[src/rtl/music_pkg.sv]
// Shared note-code constants, duration encoding, table entry layout and sequencer states.
// Also used by the downstream tone generator.
package music_pkg;

  localparam logic [5:0] NOTE_REST      = 6'd0;
  localparam logic [5:0] NOTE_END       = 6'd63;
  localparam logic [5:0] NOTE_LOW_BASE  = 6'd1;
  localparam logic [5:0] NOTE_MID_BASE  = 6'd8;
  localparam logic [5:0] NOTE_HIGH_BASE = 6'd15;
  localparam logic [5:0] NOTE_MAX       = 6'd21;

  // Note length in units is 1 << dur.
  typedef enum logic [1:0] {
    DUR_1 = 2'b00,
    DUR_2 = 2'b01,
    DUR_4 = 2'b10,
    DUR_8 = 2'b11
  } dur_e;

  typedef struct packed {
    logic [1:0] dur;
    logic [5:0] code;
  } entry_t;

  typedef enum logic [2:0] {
    ST_IDLE,
    ST_FETCH,
    ST_GAP,
    ST_PLAY,
    ST_DONE
  } state_e;

  function automatic logic mode_valid(input logic [2:0] m);
    return (m == 3'b001) || (m == 3'b010) || (m == 3'b100);
  endfunction

  function automatic logic [1:0] mode_to_sel(input logic [2:0] m);
    case (m)
      3'b010:  return 2'd1;
      3'b100:  return 2'd2;
      default: return 2'd0;
    endcase
  endfunction

endpackage

[src/rtl/song_rom.sv]
// Synchronous note-table ROM holding the three songs; one-cycle read latency.
// Unprogrammed locations read back as the end marker.
module song_rom
  import music_pkg::*;
#(
  parameter int ADDR_W = 6
) (
  input  logic              clk,
  input  logic [ADDR_W+1:0] rd_addr,
  output entry_t            rd_dat
);

  function automatic entry_t mk(input dur_e d, input logic [5:0] c);
    return '{dur: d, code: c};
  endfunction

  logic [1:0] sel;
  int         idx;
  entry_t     rom_d;
  entry_t     rd_dat_q;

  assign sel = rd_addr[ADDR_W +: 2];
  assign idx = int'(rd_addr[ADDR_W-1:0]);

  always_comb begin
    rom_d = mk(DUR_1, NOTE_END);
    case (sel)
      2'd0: begin
        case (idx)
          0:       rom_d = mk(DUR_1, 6'd8);
          1:       rom_d = mk(DUR_2, 6'd9);
          default: rom_d = mk(DUR_1, NOTE_END);
        endcase
      end
      2'd1: begin
        case (idx)
          0:       rom_d = mk(DUR_1, NOTE_REST);
          1:       rom_d = mk(DUR_2, 6'd15);
          2:       rom_d = mk(DUR_1, 6'd40);
          default: rom_d = mk(DUR_1, NOTE_END);
        endcase
      end
      2'd2: begin
        case (idx)
          0:       rom_d = mk(DUR_1, 6'd21);
          1:       rom_d = mk(DUR_1, 6'd45);
          2:       rom_d = mk(DUR_8, 6'd1);
          default: rom_d = mk(DUR_1, NOTE_END);
        endcase
      end
      default: rom_d = mk(DUR_1, NOTE_END);
    endcase
  end

  always_ff @(posedge clk) begin
    rd_dat_q <= rom_d;
  end

  assign rd_dat = rd_dat_q;

endmodule

[src/rtl/song_sequencer.sv]
// Walks the selected song's note table and presents one note code at a time, with a
// silent articulation gap at the head of each note; all outputs registered.
module song_sequencer
  import music_pkg::*;
#(
  parameter int unsigned UNIT_CYCLES = 12_500_000,
  parameter int unsigned GAP_CYCLES  = 2_500_000,
  parameter int          ADDR_W      = 6
) (
  input  logic       clk,
  input  logic       rst,
  input  logic [2:0] mode,
  input  logic       start,
  input  logic       stop,
  input  logic       loop,
  output logic [5:0] note_code,
  output logic       silent,
  output logic       busy,
  output logic       done
);

  state_e            state_q, state_d;
  logic [1:0]        sel_q, sel_d;
  logic [ADDR_W-1:0] addr_q, addr_d;
  logic [5:0]        code_q, code_d;
  logic [31:0]       note_len_q, note_len_d;
  logic [31:0]       cnt_q, cnt_d;
  logic [5:0]        note_code_q, note_code_d;
  logic              silent_q, silent_d;
  logic              busy_q, busy_d;
  logic              done_q, done_d;

  entry_t            rom_dat;
  logic              mode_ok;
  logic [1:0]        mode_sel;
  logic              active;
  logic [31:0]       cnt_inc;
  logic [5:0]        play_code;

  // The ROM is addressed with next-state values so FETCH sees its entry immediately.
  song_rom #(.ADDR_W(ADDR_W)) u_rom (
    .clk     (clk),
    .rd_addr ({sel_d, addr_d}),
    .rd_dat  (rom_dat)
  );

  always_comb begin
    state_d    = state_q;
    sel_d      = sel_q;
    addr_d     = addr_q;
    code_d     = code_q;
    note_len_d = note_len_q;
    cnt_d      = cnt_q;
    mode_ok    = mode_valid(mode);
    mode_sel   = mode_to_sel(mode);
    active     = (state_q == ST_FETCH) || (state_q == ST_GAP) || (state_q == ST_PLAY);
    cnt_inc    = (cnt_q == 32'hFFFF_FFFF) ? cnt_q : cnt_q + 32'd1;

    if (stop || (active && !mode_ok)) begin
      state_d = ST_IDLE;
    end else if ((start && mode_ok) || (active && (mode_sel != sel_q))) begin
      state_d = ST_FETCH;
      sel_d   = mode_sel;
      addr_d  = '0;
    end else begin
      case (state_q)
        ST_FETCH: begin
          if (rom_dat.code == NOTE_END) begin
            if (loop) addr_d = '0;
            else      state_d = ST_DONE;
          end else begin
            code_d     = rom_dat.code;
            note_len_d = 32'(UNIT_CYCLES) << rom_dat.dur;
            cnt_d      = '0;
            state_d    = ST_GAP;
          end
        end
        ST_GAP: begin
          cnt_d = cnt_inc;
          if (cnt_q >= 32'(GAP_CYCLES) - 32'd1) state_d = ST_PLAY;
        end
        ST_PLAY: begin
          cnt_d = cnt_inc;
          if (cnt_q >= note_len_q - 32'd1) begin
            // Running off the last table slot behaves like hitting the end marker.
            if (addr_q == '1) begin
              if (loop) begin
                addr_d  = '0;
                state_d = ST_FETCH;
              end else begin
                state_d = ST_DONE;
              end
            end else begin
              addr_d  = addr_q + ADDR_W'(1);
              state_d = ST_FETCH;
            end
          end
        end
        ST_DONE: state_d = ST_IDLE;
        default: state_d = state_q;
      endcase
    end

    play_code   = (code_d <= NOTE_MAX) ? code_d : NOTE_REST;
    silent_d    = !((state_d == ST_PLAY) && (play_code != NOTE_REST));
    note_code_d = silent_d ? NOTE_REST : play_code;
    busy_d      = (state_d == ST_FETCH) || (state_d == ST_GAP) || (state_d == ST_PLAY);
    done_d      = (state_d == ST_DONE);
  end

  always_ff @(posedge clk) begin
    if (rst) begin
      state_q     <= ST_IDLE;
      sel_q       <= '0;
      addr_q      <= '0;
      code_q      <= NOTE_REST;
      note_len_q  <= '0;
      cnt_q       <= '0;
      note_code_q <= NOTE_REST;
      silent_q    <= 1'b1;
      busy_q      <= 1'b0;
      done_q      <= 1'b0;
    end else begin
      state_q     <= state_d;
      sel_q       <= sel_d;
      addr_q      <= addr_d;
      code_q      <= code_d;
      note_len_q  <= note_len_d;
      cnt_q       <= cnt_d;
      note_code_q <= note_code_d;
      silent_q    <= silent_d;
      busy_q      <= busy_d;
      done_q      <= done_d;
    end
  end

  assign note_code = note_code_q;
  assign silent    = silent_q;
  assign busy      = busy_q;
  assign done      = done_q;

endmodule

[config.mk]
export PLATFORM = sky130hd
export DESIGN_NAME = song_sequencer
export DESIGN_NICKNAME = d
export VERILOG_FILES = /design/src/rtl/music_pkg.sv /design/src/rtl/song_rom.sv /design/src/rtl/song_sequencer.sv
export SDC_FILE = /design/constraint.sdc
export NUM_CORES = 1
export LEC_CHECK = 0
export ABC_AREA = 1
export CORE_ASPECT_RATIO = 0.7
export CORE_MARGIN = 5
export CORE_UTILIZATION = 44
export CTS_CLUSTER_DIAMETER = 120
export DETAILED_ROUTE_END_ITERATION = 10
export RECOVER_POWER = 50
export SLEW_MARGIN = 20
export SYNTH_ARGS = -nofsm -noshare
export SYNTH_HDL_FRONTEND = slang
export SYNTH_SLANG_ARGS = --single-unit
[constraint.sdc]
create_clock -name clk -period 3 [get_ports clk]
set_input_delay 0.6 -clock clk [delete_from_list [all_inputs] [get_ports clk]]
set_output_delay 0.6 -clock clk [all_outputs]
set_load 0.005 [all_outputs]
==> flow_summary.ini, run 1 <==
[run_status]
status = finished, violations left
violations = setup timing

[timing]
worst_slew_pin_slew_ns = 0.5673
fin_tns_setup_ns = -2.817
fmax_ghz = 0.3062
finalSetupViolCount = 15
rsz0062_at_grt = yes
max-slew-margin-rel_pct = 62.04
period_minus_slack_ns = 3.265
worst_slack_ns = -0.2654
fin_skew_ns = 0.005444
whs_ns = 0.5042
drv_slew = 0
fin_crit_sh_pct = 108.8
finalHoldViolCount = 0

[placement]
place_congestion = 0.9839
port_buffers = 16
hpwl_um = 12130
place_ws_ns = -0.3577

[global_routing]
grt_pass1_vias = 5186
grt.overflow.total = 0
grt_max_degree = 36
antenna_found_initial = 0
grt_pass1_wl_um = 26490
grtUsageTotal_pct = 21.89

[worst_setup_path]
cp-start-kind = flip-flop
cp.required_ns = 3.23
critical_path_class = reg2reg
max_stage_delay_ns = 0.34
arrival_ns = 3.49
critical_path.slowest_cell = dfxtp_2
reg2reg_to = u_rom.rd_dat[2]
crit_fanout = 6
r2r-start = note_len_q[10]
reg2reg_setup_slack_ns = -0.27
ff2ff_path_depth = 22
path_cells = inv_4 -> ha_4 -> nand2_4 -> nor2_4 -> buf_4 -> nand2_1 -> xor2_1 -> ha_1 -> a21o_1 -> nor2_1 -> nand3_4 -> nand2_4 -> buf_6 -> nand3_2 -> nand3_2 -> nand2_2 -> nand2_2 -> nand2_4 -> nor2_8 -> nand3_4 -> nand2_2 -> nand3_2
end_kind = flip-flop

[final_layout]
final_nets = 961
area_delta_synth_final_pct = 28.48
final_common_cell = nand2_1
layout-drive-gt1-share_pct = 24.14
diodes = 0
final_cell_mix = nand2_1, nor2_1, inv_1

[pwr]
p_leak_nw = 3.070
p_per_area_nw_per_um2 = 348.6
peakVddDrop_mv = 0.3102
total_power_mw = 2.462

[yosys]
syn_area_um2 = 5497
synthAdderAreaFrac_pct = 6.829
netlist.area_leader.share_pct = 28.41
ys_seq_area_share_pct = 28.41
ys_ff_latch = 78
syn_nets = 882
synth_top_cell_by_area = dfxtp_1
synth_top_family_by_area = simple AND/OR/NAND/NOR gates
yosys.area_share.simple_pct = 40.22
syn_inst = 844
synth_area_leaders = dfxtp_1, nand2_1, nor2_1
async_reset_ff_share_pct = 0
synth_compound_area_share_pct = 11.06
avgSynthCellArea_um2 = 6.512
synth_ff_type = dfxtp_1
synth_warnings = 0
ys_types = 52
synthMuxAreaShare_pct = 0
yosys.area_share.xor_xnor_pct = 4.940
synth_enable_flop_cells = 0

[routing]
via_per_inst = 5.168
routed_wl_um = 15970
wl_per_cell_um = 14.65
drt_iter0_drc = 466
dr.pass1.iters = 6
antenna_left = 0
drc_errors = 0
vias = 5633

[clocking]
hold_buffers = 0
clk_latency_ns = 0.34
cts-root-buf = clkbuf_16
clk_pin_slew_ns = 0.07
cts_tree = done
cts_max_level = 3
clock_path_buffers = 2
clock_sinks = 78
numCtsBuffers = 9

[floorplan]
core_area_um2 = 12340
die_w_um = 143.6
num_rows = 34
die_h_um = 103.5
dieArea_um2 = 14860
start_util_pct = 44.55
num_io_pins = 17

[min_path]
min_to = note_len_q[26]
hold_start = u_rom.rd_dat[7]
hold_class = reg2reg
holdPathStages = 2

[flow_run]
maxCapViolations = 0
==> where the power goes <==
part | switching (mW) | internal (mW) | total, mW
Combinational | 0.188 | 0.115 | 0.304
Clock | 0.494 | 0.578 | 1.07
Sequential | 0.0197 | 1.07 | 1.09
Total | 0.702 | 1.76 | 2.46
==> registers in the layout, indices dropped and copies added, names as in the netlist, 2 cells and up <==
signal / cells
cnt_q: 32
code_q: 6
addr_q: 6
sel_q: 2
state_q: 3
note_code: 6
u_rom.rd_dat: 8
note_len_q: 12
==> Yosys cell counts, types with 2 or more instances <==
cell,instances
nand4_1,19
nor4_2,2
ha_1,30
a21oi_1,61
clkbuf_1,10
buf_6,2
dfxtp_1,78
o21ai_1,6
nand3_2,6
buf_2,5
inv_2,9
nand2_2,10
nor2_8,2
o21ai_0,12
xnor2_1,12
nor4_1,6
buf_4,2
a211oi_1,4
a21o_1,3
nor3_1,23
inv_1,86
xor2_1,19
nand2_4,4
o211ai_1,5
a21oi_2,2
nor2_2,10
nand2_1,219
o21ai_2,3
nor3b_1,2
nand3_1,48
nor2_1,123
==> routing by layer <==
layer	part of all wire [%]	vias to the layer above	global-route usage, %	routed length (um)
li1	-	2900	-	-
met4	0.57	0	4.368	91
met3	7.3	8	4.330	1167
met5	0	-	0	0
met2	39	166	28.52	6170
met1	53	2559	36.22	8537
==> critical path: cells and delay by family, from the launching register on <==
| family | cells | cell delay, ns |
|---|---|---|
| and+or+nand+nor | 15 | 1.67 |
| xor gates and xnor gates | 1 | 0.15 |
| DFF | 1 | 0.34 |
| AOI/OAI and AO/OA | 1 | 0.19 |
| buffers and inverters | 3 | 0.34 |
| adders and majority gates | 2 | 0.45 |
==> worst max path at each step <==
stage / cells past startpoint / start / endpoint
floorplan: 23 / note_len_q[10] / u_rom.rd_dat[3]
global placement: 25 / note_len_q[10] / u_rom.rd_dat[4]
detailed placement: 23 / note_len_q[10] / u_rom.rd_dat[2]
CTS: 22 / note_len_q[10] / u_rom.rd_dat[3]
global route: 23 / note_len_q[10] / u_rom.rd_dat[2]
finish: 22 / note_len_q[10] / u_rom.rd_dat[2]
==> per-stage QoR <==
stage | util, % | instance area, um2 | instances
floorplan | - | 5504 | 844
global placement | 50.31 | 6207 | 1062
detailed placement | 50.31 | 6207 | 1062
CTS | 54.83 | 6764 | 1086
global route | 57.24 | 7062 | 1090
finish | 57.24 | 7062 | 1090
==> logic make-up after synthesis <==
logic type      count (synthesis)
fa+ha+maj                      30
xor+xnor                       31
flops                          78
compound gates                104
buf+inv                       116
other cells                     1
simple gates                  484
==> cell type report <==
class | instances | area, um2
multi-input cells | 650 | 3911
well taps | 162 | 202.7
clock buffers | 9 | 225.2
fillers | 1161 | 5275
repair buffers | 88 | 723.2
inverters | 96 | 367.9
clock inverters | 7 | 66.31
flip-flops and latches | 78 | 1565
==> timing repair <==
item	4_1_cts	5_1_grt
hold endpoints to repair	0	0
setup buffers	9	5
pin swaps	30	36
resized for setup	57	71
endpoints found under the setup margin	23	25
Note: power is estimated with default switching activity, not from simulation.
==> inputs of run 2 (changes only) <==
Settings changed: SLEW_MARGIN 20 to unset.
==> results of run 2 <==
No change in the layout: final DEF, timing and power equal those of run 1.
==> inputs of run 3 (changes only) <==
Settings changed: CELL_PAD_IN_SITES_DETAIL_PLACEMENT set to 1, CELL_PAD_IN_SITES_GLOBAL_PLACEMENT set to 2, CORE_UTILIZATION 44 to 31, CTS_CLUSTER_SIZE set to 24, PLACE_DENSITY_LB_ADDON set to 0.1, SLEW_MARGIN set to 5.
==> run 3 against run 2 <==
  * The run still ends with setup timing left
  * Register-to-register slack got worse by 0.07 ns
  * First-iteration DRC count is 20% lower
  * Non-clock buffer count up 11
  * Sequential power hardly changed
  * Design area rose by 1.1%
  * Global-route usage decreased by 3.0 points
  * Setup slack got worse by 0.068 ns
  * Clock skew up 0.0050 ns
  * Die area increased by 38%
  * Largest cell class unchanged
==> flow_summary.ini, run 3 (synthesized netlist as in run 1, its figures left out) <==
[pwr]
p_per_area_nw_per_um2 = 346.9
p_leak_nw = 3.104
total_power_mw = 2.478
peakVddDrop_mv = 0.2099

[timing]
finalHoldViolCount = 0
finalSetupViolCount = 32
rsz0062_at_grt = yes
fin_skew_ns = 0.01046
max-slew-margin-rel_pct = 57.12
worst_slew_pin_slew_ns = 0.6432
fmax_ghz = 0.2999
drv_slew = 0
fin_crit_sh_pct = 111.1
fin_tns_setup_ns = -5.572
worst_slack_ns = -0.3339
period_minus_slack_ns = 3.334

[worst_setup_path]
max_stage_delay_ns = 0.36
cp.required_ns = 3.23
critPathMostFrequentCell = nor2_4
end_kind = flip-flop
crit_buf_inv = 5
crit_family = simple AND/OR/NAND/NOR gates
arrival_ns = 3.57
crit_fanout = 6
cp-start-kind = flip-flop
ff2ff_path_depth = 26
critical_path_class = reg2reg
critical_path.slowest_cell = dfxtp_4
cp_num_cells = 26

[flow_run]
maxCapViolations = 0

[routing]
drt_iter0_drc = 374
dr.pass1.iters = 4
vias = 5794
drc_errors = 0
via_per_inst = 4.952
antenna_left = 0
wl_per_cell_um = 16.48
routed_wl_um = 19290

[floorplan]
num_rows = 40
num_io_pins = 17
die_w_um = 169.2
core_area_um2 = 17270
dieArea_um2 = 20540
start_util_pct = 31.83
die_h_um = 121.4

[final_layout]
final_nets = 972
nFillCells = 2218
diodes = 0
largest_register_ffs = 32
stdcell_count = 1170
final_cell_mix = nand2_1, nor2_1, inv_1
final_common_cell = nand2_1
area_delta_synth_final_pct = 29.93
layout-drive-gt1-share_pct = 23.75
top_register = cnt_q

[global_routing]
grt_pass1_wl_um = 30640
antenna_found_initial = 0
grt_pass1_vias = 5709
grt_max_degree = 38
grtUsageTotal_pct = 18.85
grt.overflow.total = 0

[clocking]
cts-root-buf = clkbuf_16
cts_max_level = 3
clock_sinks = 78
clk_pin_slew_ns = 0.07
numCtsBuffers = 9
clk_latency_ns = 0.35
cts_tree = done
hold_buffers = 0
clock_path_buffers = 2

[placement]
port_buffers = 16
hpwl_um = 15200
place_inst = 1137
place_congestion = 0.8605

[run_status]
violations = setup timing
status = finished, violations left

[min_path]
hold_class = reg2reg
holdPathStages = 2
-- run 3: final timing paths --
kind                                       from               to  slack [ns]
worst min register to register  u_rom.rd_dat[7]   note_len_q[26]        0.50
worst max register to register   note_len_q[25]  u_rom.rd_dat[3]       -0.33
worst min-delay path            u_rom.rd_dat[7]   note_len_q[26]        0.50
worst max-delay path             note_len_q[25]  u_rom.rd_dat[3]       -0.33
-- run 3: report_power, final --
group	internal [mW]	total, mW	switching (mW)	leakage, nW
registers	1.06	1.08	0.0194	0.633
logic	0.113	0.305	0.192	2.34
clock network	0.577	1.09	0.512	0.132
total	1.75	2.48	0.724	3.10
-- run 3: cell type report --
class | count | area (um2) | area share (%)
Sequential cell | 78 | 1572 | 22.00
Clock buffer | 9 | 225.2 | 3.153
Inverter | 96 | 362.8 | 5.081
Multi-Input combinational cell | 650 | 3807 | 53.31
Tap cell | 231 | 289.0 | 4.047
Clock inverter | 7 | 65.06 | 0.9110
Timing Repair Buffer | 99 | 820.8 | 11.49
-- run 3: repair_timing --
action | 4_1_cts | 5_1_grt
endpoints found under the setup margin | 25 | 25
buffers inserted | 13 | 6
pin swaps | 39 | 36
gates resized for setup | 64 | 50
-- run 3: routing by layer --
metal | track usage (%) | routed length, um
met1 | 29.87 | 10770
met2 | 26.14 | 7581
met3 | 3.126 | 692
met4 | 3.972 | 241
met5 | 0 | 0
-- run 3: worst reg2reg max path, cell delays in order, from the launching register on --
cell and delay, ns:
dfxtp_4 0.36, nor2_4 0.09, nand2_2 0.08, nor2_4 0.10, inv_2 0.06, buf_4 0.14
nor2_4 0.07, buf_6 0.10, xor2_1 0.13, inv_1 0.06, ha_1 0.27, nand2_1 0.08
nor2_2 0.05, and2_1 0.16, nand2_2 0.08, nand3_4 0.12, nand2_4 0.14, buf_6 0.13
nand3_1 0.09, nand3_2 0.09, nand2_2 0.07, nand2_4 0.08, nand2_4 0.07, nor2_8 0.21
nand3_4 0.17, nor2_4 0.15, a21oi_1 0.07
-- run 3: metrics by stage --
step / hold slack (ns) / util (%) / worst slack, ns / cell area [um2]
after floorplan: 0.4581 / - / 0.0001970 / 5504
after global placement: 0.4712 / 36.78 / -0.3877 / 6351
after detailed placement: 0.4897 / 36.78 / -0.5289 / 6351
after CTS: 0.4849 / 40.20 / -0.3074 / 6942
after global routing: 0.5011 / 41.36 / -0.5514 / 7142
final: 0.4950 / 41.36 / -0.3339 / 7142
